`config.mk`:
```
export PLATFORM = sky130hd
export DESIGN_NAME = bias_fetch_sched_flat
export DESIGN_NICKNAME = d
export VERILOG_FILES = /design/src/rtl/bias_fetch_sched_if.sv /design/src/rtl/bias_fetch_sched.sv /design/src/flat_wrapper.sv
export SDC_FILE = /design/constraint.sdc
export NUM_CORES = 1
export LEC_CHECK = 0
export CORE_UTILIZATION = 40
export DETAILED_ROUTE_END_ITERATION = 10
export PLACE_DENSITY = 0.73
export SKIP_LAST_GASP = 1
export SLEW_MARGIN = 20
export SYNTH_ARGS = -nofsm -noshare
export SYNTH_HDL_FRONTEND = slang
export SYNTH_SLANG_ARGS = --single-unit
```
`constraint.sdc`:
```
create_clock -name clk -period 3.3 [get_ports clk]
set_input_delay 0.33 -clock clk [delete_from_list [all_inputs] [get_ports clk]]
set_output_delay 0.33 -clock clk [all_outputs]
set_load 0.05 [all_outputs]
```
`src/rtl/bias_fetch_sched_if.sv`:
```
// Handshake/bus bundle for bias_fetch_sched: run control, loader write port,
// single-port bias SRAM port and the bias output stream.
interface bias_fetch_sched_if #(
  parameter int ADDR_W = 11,
  parameter int DATA_W = 32
);
  logic              start_i;
  logic [ADDR_W-1:0] base_addr_i;
  logic [ADDR_W:0]   num_ch_i;
  logic              busy_o;
  logic              done_o;

  logic              wr_req_i;
  logic [ADDR_W-1:0] wr_addr_i;
  logic [DATA_W-1:0] wr_data_i;
  logic              wr_gnt_o;

  logic              sram_cs_o;
  logic              sram_oe_o;
  logic              sram_we_o;
  logic [ADDR_W-1:0] sram_addr_o;
  logic [DATA_W-1:0] sram_wdata_o;
  logic [DATA_W-1:0] sram_rdata_i;

  logic              bias_valid_o;
  logic [DATA_W-1:0] bias_data_o;
  logic              bias_last_o;
  logic              bias_ready_i;

  // Scheduler side
  modport slave (
    input  start_i, base_addr_i, num_ch_i, wr_req_i, wr_addr_i, wr_data_i,
           sram_rdata_i, bias_ready_i,
    output busy_o, done_o, wr_gnt_o, sram_cs_o, sram_oe_o, sram_we_o,
           sram_addr_o, sram_wdata_o, bias_valid_o, bias_data_o, bias_last_o
  );

  // Environment side: controller, loader, SRAM and EPU consumer
  modport master (
    output start_i, base_addr_i, num_ch_i, wr_req_i, wr_addr_i, wr_data_i,
           sram_rdata_i, bias_ready_i,
    input  busy_o, done_o, wr_gnt_o, sram_cs_o, sram_oe_o, sram_we_o,
           sram_addr_o, sram_wdata_o, bias_valid_o, bias_data_o, bias_last_o
  );
endinterface

```
`src/rtl/bias_fetch_sched.sv`:
```
// Bias SRAM fetch sequencer/arbiter: streams a run of bias words through a small FIFO;
// loader writes win the SRAM port. Optional BIAS_SAT16_EN saturates output words to int16.
module bias_fetch_sched #(
  parameter int ADDR_W     = 11,
  parameter int DATA_W     = 32,
  parameter int FIFO_DEPTH = 4
) (
  input  logic            clk,
  input  logic            rst,
  bias_fetch_sched_if.slave bus
);

  localparam int PTR_W = $clog2(FIFO_DEPTH);
  localparam int CNT_W = ADDR_W + 1;
  localparam logic [PTR_W+1:0] DEPTH_V = (PTR_W + 2)'(FIFO_DEPTH);

  typedef enum logic [1:0] {S_IDLE, S_FETCH, S_DRAIN, S_DONE} state_t;

  state_t            state_q, state_d;
  logic [ADDR_W-1:0] base_q;
  logic [CNT_W-1:0]  num_q, issued_q, popped_q;
  logic              inflight_q;

  logic [DATA_W-1:0] fifo_mem [FIFO_DEPTH];
  logic [PTR_W-1:0]  wr_ptr_q, rd_ptr_q;
  logic [PTR_W:0]    count_q, count_d;

  logic              rd_issue, push, pop, fifo_empty, start_acc;
  logic [PTR_W+1:0]  occupancy;
  logic [DATA_W-1:0] head;

  // An outstanding read already owns a FIFO slot, so it counts toward occupancy
  assign occupancy  = {1'b0, count_q} + {{(PTR_W+1){1'b0}}, inflight_q};
  assign rd_issue   = (state_q == S_FETCH) && !bus.wr_req_i &&
                      (issued_q < num_q) && (occupancy < DEPTH_V);
  assign push       = inflight_q;
  assign fifo_empty = (count_q == '0);
  assign pop        = !fifo_empty && bus.bias_ready_i;
  assign start_acc  = (state_q == S_IDLE) && bus.start_i;
  assign head       = fifo_mem[rd_ptr_q];

  always_comb begin
    count_d = count_q;
    case ({push, pop})
      2'b10:   count_d = count_q + 1'b1;
      2'b01:   count_d = count_q - 1'b1;
      default: count_d = count_q;
    endcase
  end

  always_ff @(posedge clk or posedge rst) begin
    if (rst) state_q <= S_IDLE;
    else     state_q <= state_d;
  end

  always_comb begin
    state_d = state_q;
    case (state_q)
      S_IDLE:  if (bus.start_i) state_d = (bus.num_ch_i == '0) ? S_DONE : S_FETCH;
      S_FETCH: if (issued_q == num_q) state_d = S_DRAIN;
      // Leave as the final word is popped so done lands one cycle after that handshake
      S_DRAIN: if (!inflight_q && (count_d == '0)) state_d = S_DONE;
      S_DONE:  state_d = S_IDLE;
      default: state_d = S_IDLE;
    endcase
  end

  always_ff @(posedge clk or posedge rst) begin
    if (rst) begin
      base_q     <= '0;
      num_q      <= '0;
      issued_q   <= '0;
      popped_q   <= '0;
      inflight_q <= 1'b0;
      wr_ptr_q   <= '0;
      rd_ptr_q   <= '0;
      count_q    <= '0;
    end else begin
      inflight_q <= rd_issue;
      count_q    <= count_d;
      if (push) wr_ptr_q <= wr_ptr_q + 1'b1;
      if (pop)  rd_ptr_q <= rd_ptr_q + 1'b1;
      if (start_acc) begin
        base_q   <= bus.base_addr_i;
        num_q    <= bus.num_ch_i;
        issued_q <= '0;
        popped_q <= '0;
      end else begin
        if (rd_issue) issued_q <= issued_q + 1'b1;
        if (pop)      popped_q <= popped_q + 1'b1;
      end
    end
  end

  always_ff @(posedge clk) begin
    if (push) fifo_mem[wr_ptr_q] <= bus.sram_rdata_i;
  end

  // SRAM port mux; forced quiet while reset is held
  always_comb begin
    bus.sram_cs_o    = 1'b0;
    bus.sram_oe_o    = 1'b0;
    bus.sram_we_o    = 1'b0;
    bus.sram_addr_o  = '0;
    bus.sram_wdata_o = '0;
    bus.wr_gnt_o     = 1'b0;
    if (!rst && bus.wr_req_i) begin
      bus.sram_cs_o    = 1'b1;
      bus.sram_we_o    = 1'b1;
      bus.sram_addr_o  = bus.wr_addr_i;
      bus.sram_wdata_o = bus.wr_data_i;
      bus.wr_gnt_o     = 1'b1;
    end else if (!rst && rd_issue) begin
      bus.sram_cs_o   = 1'b1;
      bus.sram_oe_o   = 1'b1;
      bus.sram_addr_o = base_q + issued_q[ADDR_W-1:0];
    end
  end

  assign bus.busy_o       = (state_q != S_IDLE);
  assign bus.done_o       = (state_q == S_DONE);
  assign bus.bias_valid_o = !fifo_empty;
  assign bus.bias_last_o  = !fifo_empty && (popped_q == num_q - CNT_W'(1));

`ifdef BIAS_SAT16_EN
  localparam logic signed [DATA_W-1:0] SAT_MAX = {{(DATA_W-15){1'b0}}, {15{1'b1}}};
  localparam logic signed [DATA_W-1:0] SAT_MIN = {{(DATA_W-15){1'b1}}, {15{1'b0}}};
  logic [DATA_W-1:0] head_sat;
  always_comb begin
    head_sat = head;
    if ($signed(head) > SAT_MAX)      head_sat = SAT_MAX;
    else if ($signed(head) < SAT_MIN) head_sat = SAT_MIN;
  end
  assign bus.bias_data_o = fifo_empty ? '0 : head_sat;
`else
  assign bus.bias_data_o = fifo_empty ? '0 : head;
`endif

endmodule

```
`src/flat_wrapper.sv`:
```
// flat-port wrapper written by rule: the top's interface ports become plain ports
module bias_fetch_sched_flat 
#(
  parameter int ADDR_W     = 11,
  parameter int DATA_W     = 32,
  parameter int FIFO_DEPTH = 4
)
  (clk, rst, bus_start_i, bus_base_addr_i, bus_num_ch_i, bus_wr_req_i, bus_wr_addr_i, bus_wr_data_i, bus_sram_rdata_i, bus_bias_ready_i, bus_busy_o, bus_done_o, bus_wr_gnt_o, bus_sram_cs_o, bus_sram_oe_o, bus_sram_we_o, bus_sram_addr_o, bus_sram_wdata_o, bus_bias_valid_o, bus_bias_data_o, bus_bias_last_o);
  bias_fetch_sched_if #(.ADDR_W(ADDR_W), .DATA_W(DATA_W)) bus_i ();
  input  logic clk;
  input  logic rst;
  input wire logic [$bits(bus_i.start_i)-1:0] bus_start_i;
  input wire logic [$bits(bus_i.base_addr_i)-1:0] bus_base_addr_i;
  input wire logic [$bits(bus_i.num_ch_i)-1:0] bus_num_ch_i;
  input wire logic [$bits(bus_i.wr_req_i)-1:0] bus_wr_req_i;
  input wire logic [$bits(bus_i.wr_addr_i)-1:0] bus_wr_addr_i;
  input wire logic [$bits(bus_i.wr_data_i)-1:0] bus_wr_data_i;
  input wire logic [$bits(bus_i.sram_rdata_i)-1:0] bus_sram_rdata_i;
  input wire logic [$bits(bus_i.bias_ready_i)-1:0] bus_bias_ready_i;
  output wire logic [$bits(bus_i.busy_o)-1:0] bus_busy_o;
  output wire logic [$bits(bus_i.done_o)-1:0] bus_done_o;
  output wire logic [$bits(bus_i.wr_gnt_o)-1:0] bus_wr_gnt_o;
  output wire logic [$bits(bus_i.sram_cs_o)-1:0] bus_sram_cs_o;
  output wire logic [$bits(bus_i.sram_oe_o)-1:0] bus_sram_oe_o;
  output wire logic [$bits(bus_i.sram_we_o)-1:0] bus_sram_we_o;
  output wire logic [$bits(bus_i.sram_addr_o)-1:0] bus_sram_addr_o;
  output wire logic [$bits(bus_i.sram_wdata_o)-1:0] bus_sram_wdata_o;
  output wire logic [$bits(bus_i.bias_valid_o)-1:0] bus_bias_valid_o;
  output wire logic [$bits(bus_i.bias_data_o)-1:0] bus_bias_data_o;
  output wire logic [$bits(bus_i.bias_last_o)-1:0] bus_bias_last_o;
  assign bus_i.start_i = bus_start_i;
  assign bus_i.base_addr_i = bus_base_addr_i;
  assign bus_i.num_ch_i = bus_num_ch_i;
  assign bus_i.wr_req_i = bus_wr_req_i;
  assign bus_i.wr_addr_i = bus_wr_addr_i;
  assign bus_i.wr_data_i = bus_wr_data_i;
  assign bus_i.sram_rdata_i = bus_sram_rdata_i;
  assign bus_i.bias_ready_i = bus_bias_ready_i;
  assign bus_busy_o = bus_i.busy_o;
  assign bus_done_o = bus_i.done_o;
  assign bus_wr_gnt_o = bus_i.wr_gnt_o;
  assign bus_sram_cs_o = bus_i.sram_cs_o;
  assign bus_sram_oe_o = bus_i.sram_oe_o;
  assign bus_sram_we_o = bus_i.sram_we_o;
  assign bus_sram_addr_o = bus_i.sram_addr_o;
  assign bus_sram_wdata_o = bus_i.sram_wdata_o;
  assign bus_bias_valid_o = bus_i.bias_valid_o;
  assign bus_bias_data_o = bus_i.bias_data_o;
  assign bus_bias_last_o = bus_i.bias_last_o;
  bias_fetch_sched #(.ADDR_W(ADDR_W), .DATA_W(DATA_W), .FIFO_DEPTH(FIFO_DEPTH)) u_core (.clk(clk), .rst(rst), .bus(bus_i));
endmodule
```
==> reports/qor.txt <==
==========================================================================================
Core occupancy in the finished layout                                                54.8%
Largest clock skew in the final design                                           0.0117 ns
Maximum buffer depth of the clock tree                                                   2
Fin crit share                                                                       95.5%
Result of the run                                                             finished, final reports clean
Largest net degree at the start of global routing                                       52
Transition at the pin with the smallest max-transition slack                      0.941 ns
Register bit total from synthesis                                                      185
Main flop type after synthesis                                                    edfxtp_1
Worst path top cell family by delay                                           simple AND/OR/NAND/NOR gates
Sum of net half-perimeters after detailed placement                              14,900 um
FP Rows                                                                                 54
Area growth syn-to-layout                                                            32.6%
Final Wtd Congestion                                                                 0.818
Fraction of synthesized cell area taken by the top area cell type                    42.1%
Switching component of the power                                                   4130 uW
Final period demand of the worst path                                              3.15 ns
Synthesized area per cell                                                       12.9 sq um
Power density over the cells                                                   819 nW/um^2
Remaining antenna violation count                                                        0
Clock tree root driver cell                                                      clkbuf_16
Switching share of total power                                                       41.7%
Width of the chip                                                                   153 um
Synth Net Count                                                                        846
Setup repair after global routing missed its margin                                  false
Effective utilization at floorplan                                                   41.3%
Class of the tightest hold or removal check                                         in2reg
IO Pins                                                                                186
Cells along the critical path                                                 inv_1, ha_1, or4b_2, nor2_1, mux2i_1, o22a_1, a211oi_1, buf_12
PortBufs                                                                               185
Leading cell type in the layout, fill and taps excluded                       clkdlybuf4s50_1
Routed WL per cell                                                                 18.2 um
Total negative slack for setup checks                                                 0 ns
Cell type with the largest total area after synthesis                             edfxtp_1
Maximum operating frequency                                                        317 MHz
Count of final setup violators                                                           0
Fraction of registers with async set/reset                                           30.8%
Sequential share of power                                                            31.6%
Total grt overflow                                                                       0
Number of max-cap violations                                                             0
Final-layout worst hold slack                                                     0.414 ns
Wire length of the first global-routing pass                                     34,000 um
Antenna violations before repair                                                         0
Clock latency of the later-clocked register in the worst-skew pair                 0.44 ns
Clock net sink count                                                                   185
Final number of max-transition violations                                                0
ANT cells                                                                                0
Max-Slew Margin vs Limit                                                             37.1%
Buffers & Inverters on Critical Path                                                     2
First-pass iteration count of the detailed router                                        5
Commonest cells after routing, fill and taps aside                            clkdlybuf4s50_1, edfxtp_1, and2_1, nand2_1, dfrtp_1
Number of H-tree branching levels                                                        4
Via count                                                                            6,157
Height of the die                                                                   153 um
Proportion of power drawn by combinational gates                                     46.9%
Sequential element share of the synthesized area                                     57.8%
Data arrival time at the worst-slack endpoint                                      2.82 ns
Hold Violations, Final                                                                   0
Static leakage power                                                            0.00462 uW
Ratio of routed vias to standard cells                                                5.20
Internal portion of total power                                                    5770 uW
Number of flops mapped to enable cells by yosys                                        128
Post-route cell area                                                          12,100 sq um
Largest vdd supply drop                                                           0.562 mV
Clock group share of total power                                                     21.5%
Post-Route WL                                                                    21,500 um
Worst setup SP type                                                               register
Required time of the worst setup path                                              2.97 ns
Highest fanout seen on the critical path                                                 5
Summed instance area of the synthesized netlist                                 9130 sq um
Number of unique standard cell types used by synthesis                                  59
Placed Instance Area                                                          11,500 sq um
Die area                                                                      23,400 sq um
Slowest cell on crit path                                                           or4b_2
Yosys synthesis warning count                                                            0
Cells after Synth                                                                      706
DRC                                                                                      0
Number of buffers inserted for hold repair after clock tree synthesis                    0
First DRT Iteration DRCs                                                               360
Via count of the first global-routing pass                                           6,348
Delay of the slowest critical-path stage                                           0.68 ns
Clock edge transition at the registers on the reported setup and hold paths        0.08 ns
Ranking of synthesized cells by area                                          edfxtp_1, dfrtp_1, mux4_2
TritonCTS clock tree                                                                 built
Category of the most critical setup path                                           reg2out
Fraction of final layout cells sized beyond drive strength 1                         11.9%
Setup Fix Bufs, Post-CTS                                                                 0
Area inside the core boundary                                                 22,100 sq um
Crit end category                                                             primary output
Fillcell total                                                                       1,794
Number of nets in the final layout                                                   1,031
Total clock buffers created by CTS                                                      17
Post-CTS sizing                                                                          0
Combined global-route utilization of all metal layers                                18.9%
==========================================================================================
flip-flops by register name (all words and copies together) (netlist names):
| register | count |
|---|---|
| u_core.count_q | 3 |
| u_core.num_q | 12 |
| u_core.fifo_mem | 128 |
| u_core.rd_ptr_q | 2 |
| u_core.inflight_q | 1 |
| u_core.issued_q | 12 |
| u_core.wr_ptr_q | 2 |
| u_core.base_q | 11 |
| u_core.state_q | 2 |
| u_core.popped_q | 12 |
final cells by class:
cell class | count | area, sq um | share of cell area, %
inverters | 29 | 109 | 0.900
repair buffers | 202 | 2120 | 17.5
well taps | 280 | 350 | 2.90
multi-input cells | 456 | 3610 | 29.8
flip-flops and latches | 185 | 5270 | 43.6
clock buffers | 17 | 425 | 3.52
clock inverters | 15 | 218 | 1.80
kinds of logic after synthesis:
group / synth area share, %
mux: 8.99
fa+ha+maj: 5.24
flops: 57.8
compound gates: 7.25
simple gates: 14.4
buf+inv: 2.89
xor+xnor: 3.46
metal layers:
metal	part of all wire (%)	wire length, um	track usage (%)
met3	3.4	723	3.54
met1	44	9510	24.1
met2	51	11000	32.7
met5	0	0	0
met4	1.3	279	5.24
worst paths after layout:
check | from | endpoint | slack (ns) | cells past startpoint
setup / recovery | u_core.num_q[0] | bus_bias_last_o | 0.15 | 8
hold / removal | bus_base_addr_i[7] | u_core.base_q[7] | 0.41 | 3
setup reg to reg | u_core.count_q[1] | u_core.state_q[1] | 0.77 | 9
hold reg to reg | u_core.base_q[8] | u_core.base_q[8] | 0.49 | 2
max in group asynchronous | rst | u_core.state_q[1] | 2.17 | 3
min in group asynchronous | rst | u_core.num_q[8] | 0.44 | 2
metrics by stage:
stage / total power [uW] / setup slack [ns] / std cells
after global routing: 10400 / 0.0110 / 1184
after CTS: 9990 / 0.139 / 1184
after detailed placement: 7840 / 0.517 / 1152
after floorplan: 6370 / 0.111 / 706
final: 9900 / 0.147 / 1184
after global placement: 7780 / 0.591 / 1152
worst register-to-register path, delay by kind of cell (launching register included):
kind	cells	cell delay, ns
multiplexers	1	0.21
AO/OA/AOI/OAI	3	0.84
adder cells (fa/ha/maj)	2	0.67
buffers and inverters	1	0.06
AND/OR/NAND/NOR	2	0.19
flip-flops	1	0.49
power by group through the flow:
stage	logic [uW]	clock network, uW	registers (uW)
after CTS	4700	2170	3120
after floorplan	3290	0	3080
after global placement	4620	0	3160
after detailed placement	4670	0	3170
after global routing	4980	2250	3170
final	4650	2130	3130
Yosys cell counts, drive strengths merged, types with 3 or more instances:
library cell	n
clkbuf	29
or2	3
o41ai	6
mux4	32
nor2b	4
dfrtp	57
or3	4
a21oi	15
a32o	4
o21ai	26
mux2i	10
nand3	12
a31oi	3
nand2b	13
a22o	6
and3	4
edfxtp	128
nor2	25
nor4	7
inv	29
nand2	71
xor2	19
o311ai	4
or4	4
nor3	8
o31ai	5
o211ai	3
buf	7
xnor2	17
and2	72
ha	35
a21o	7
nand4	7
a211oi	4
and4	3
No activity file was read; power rests on OpenSTA's default activity.
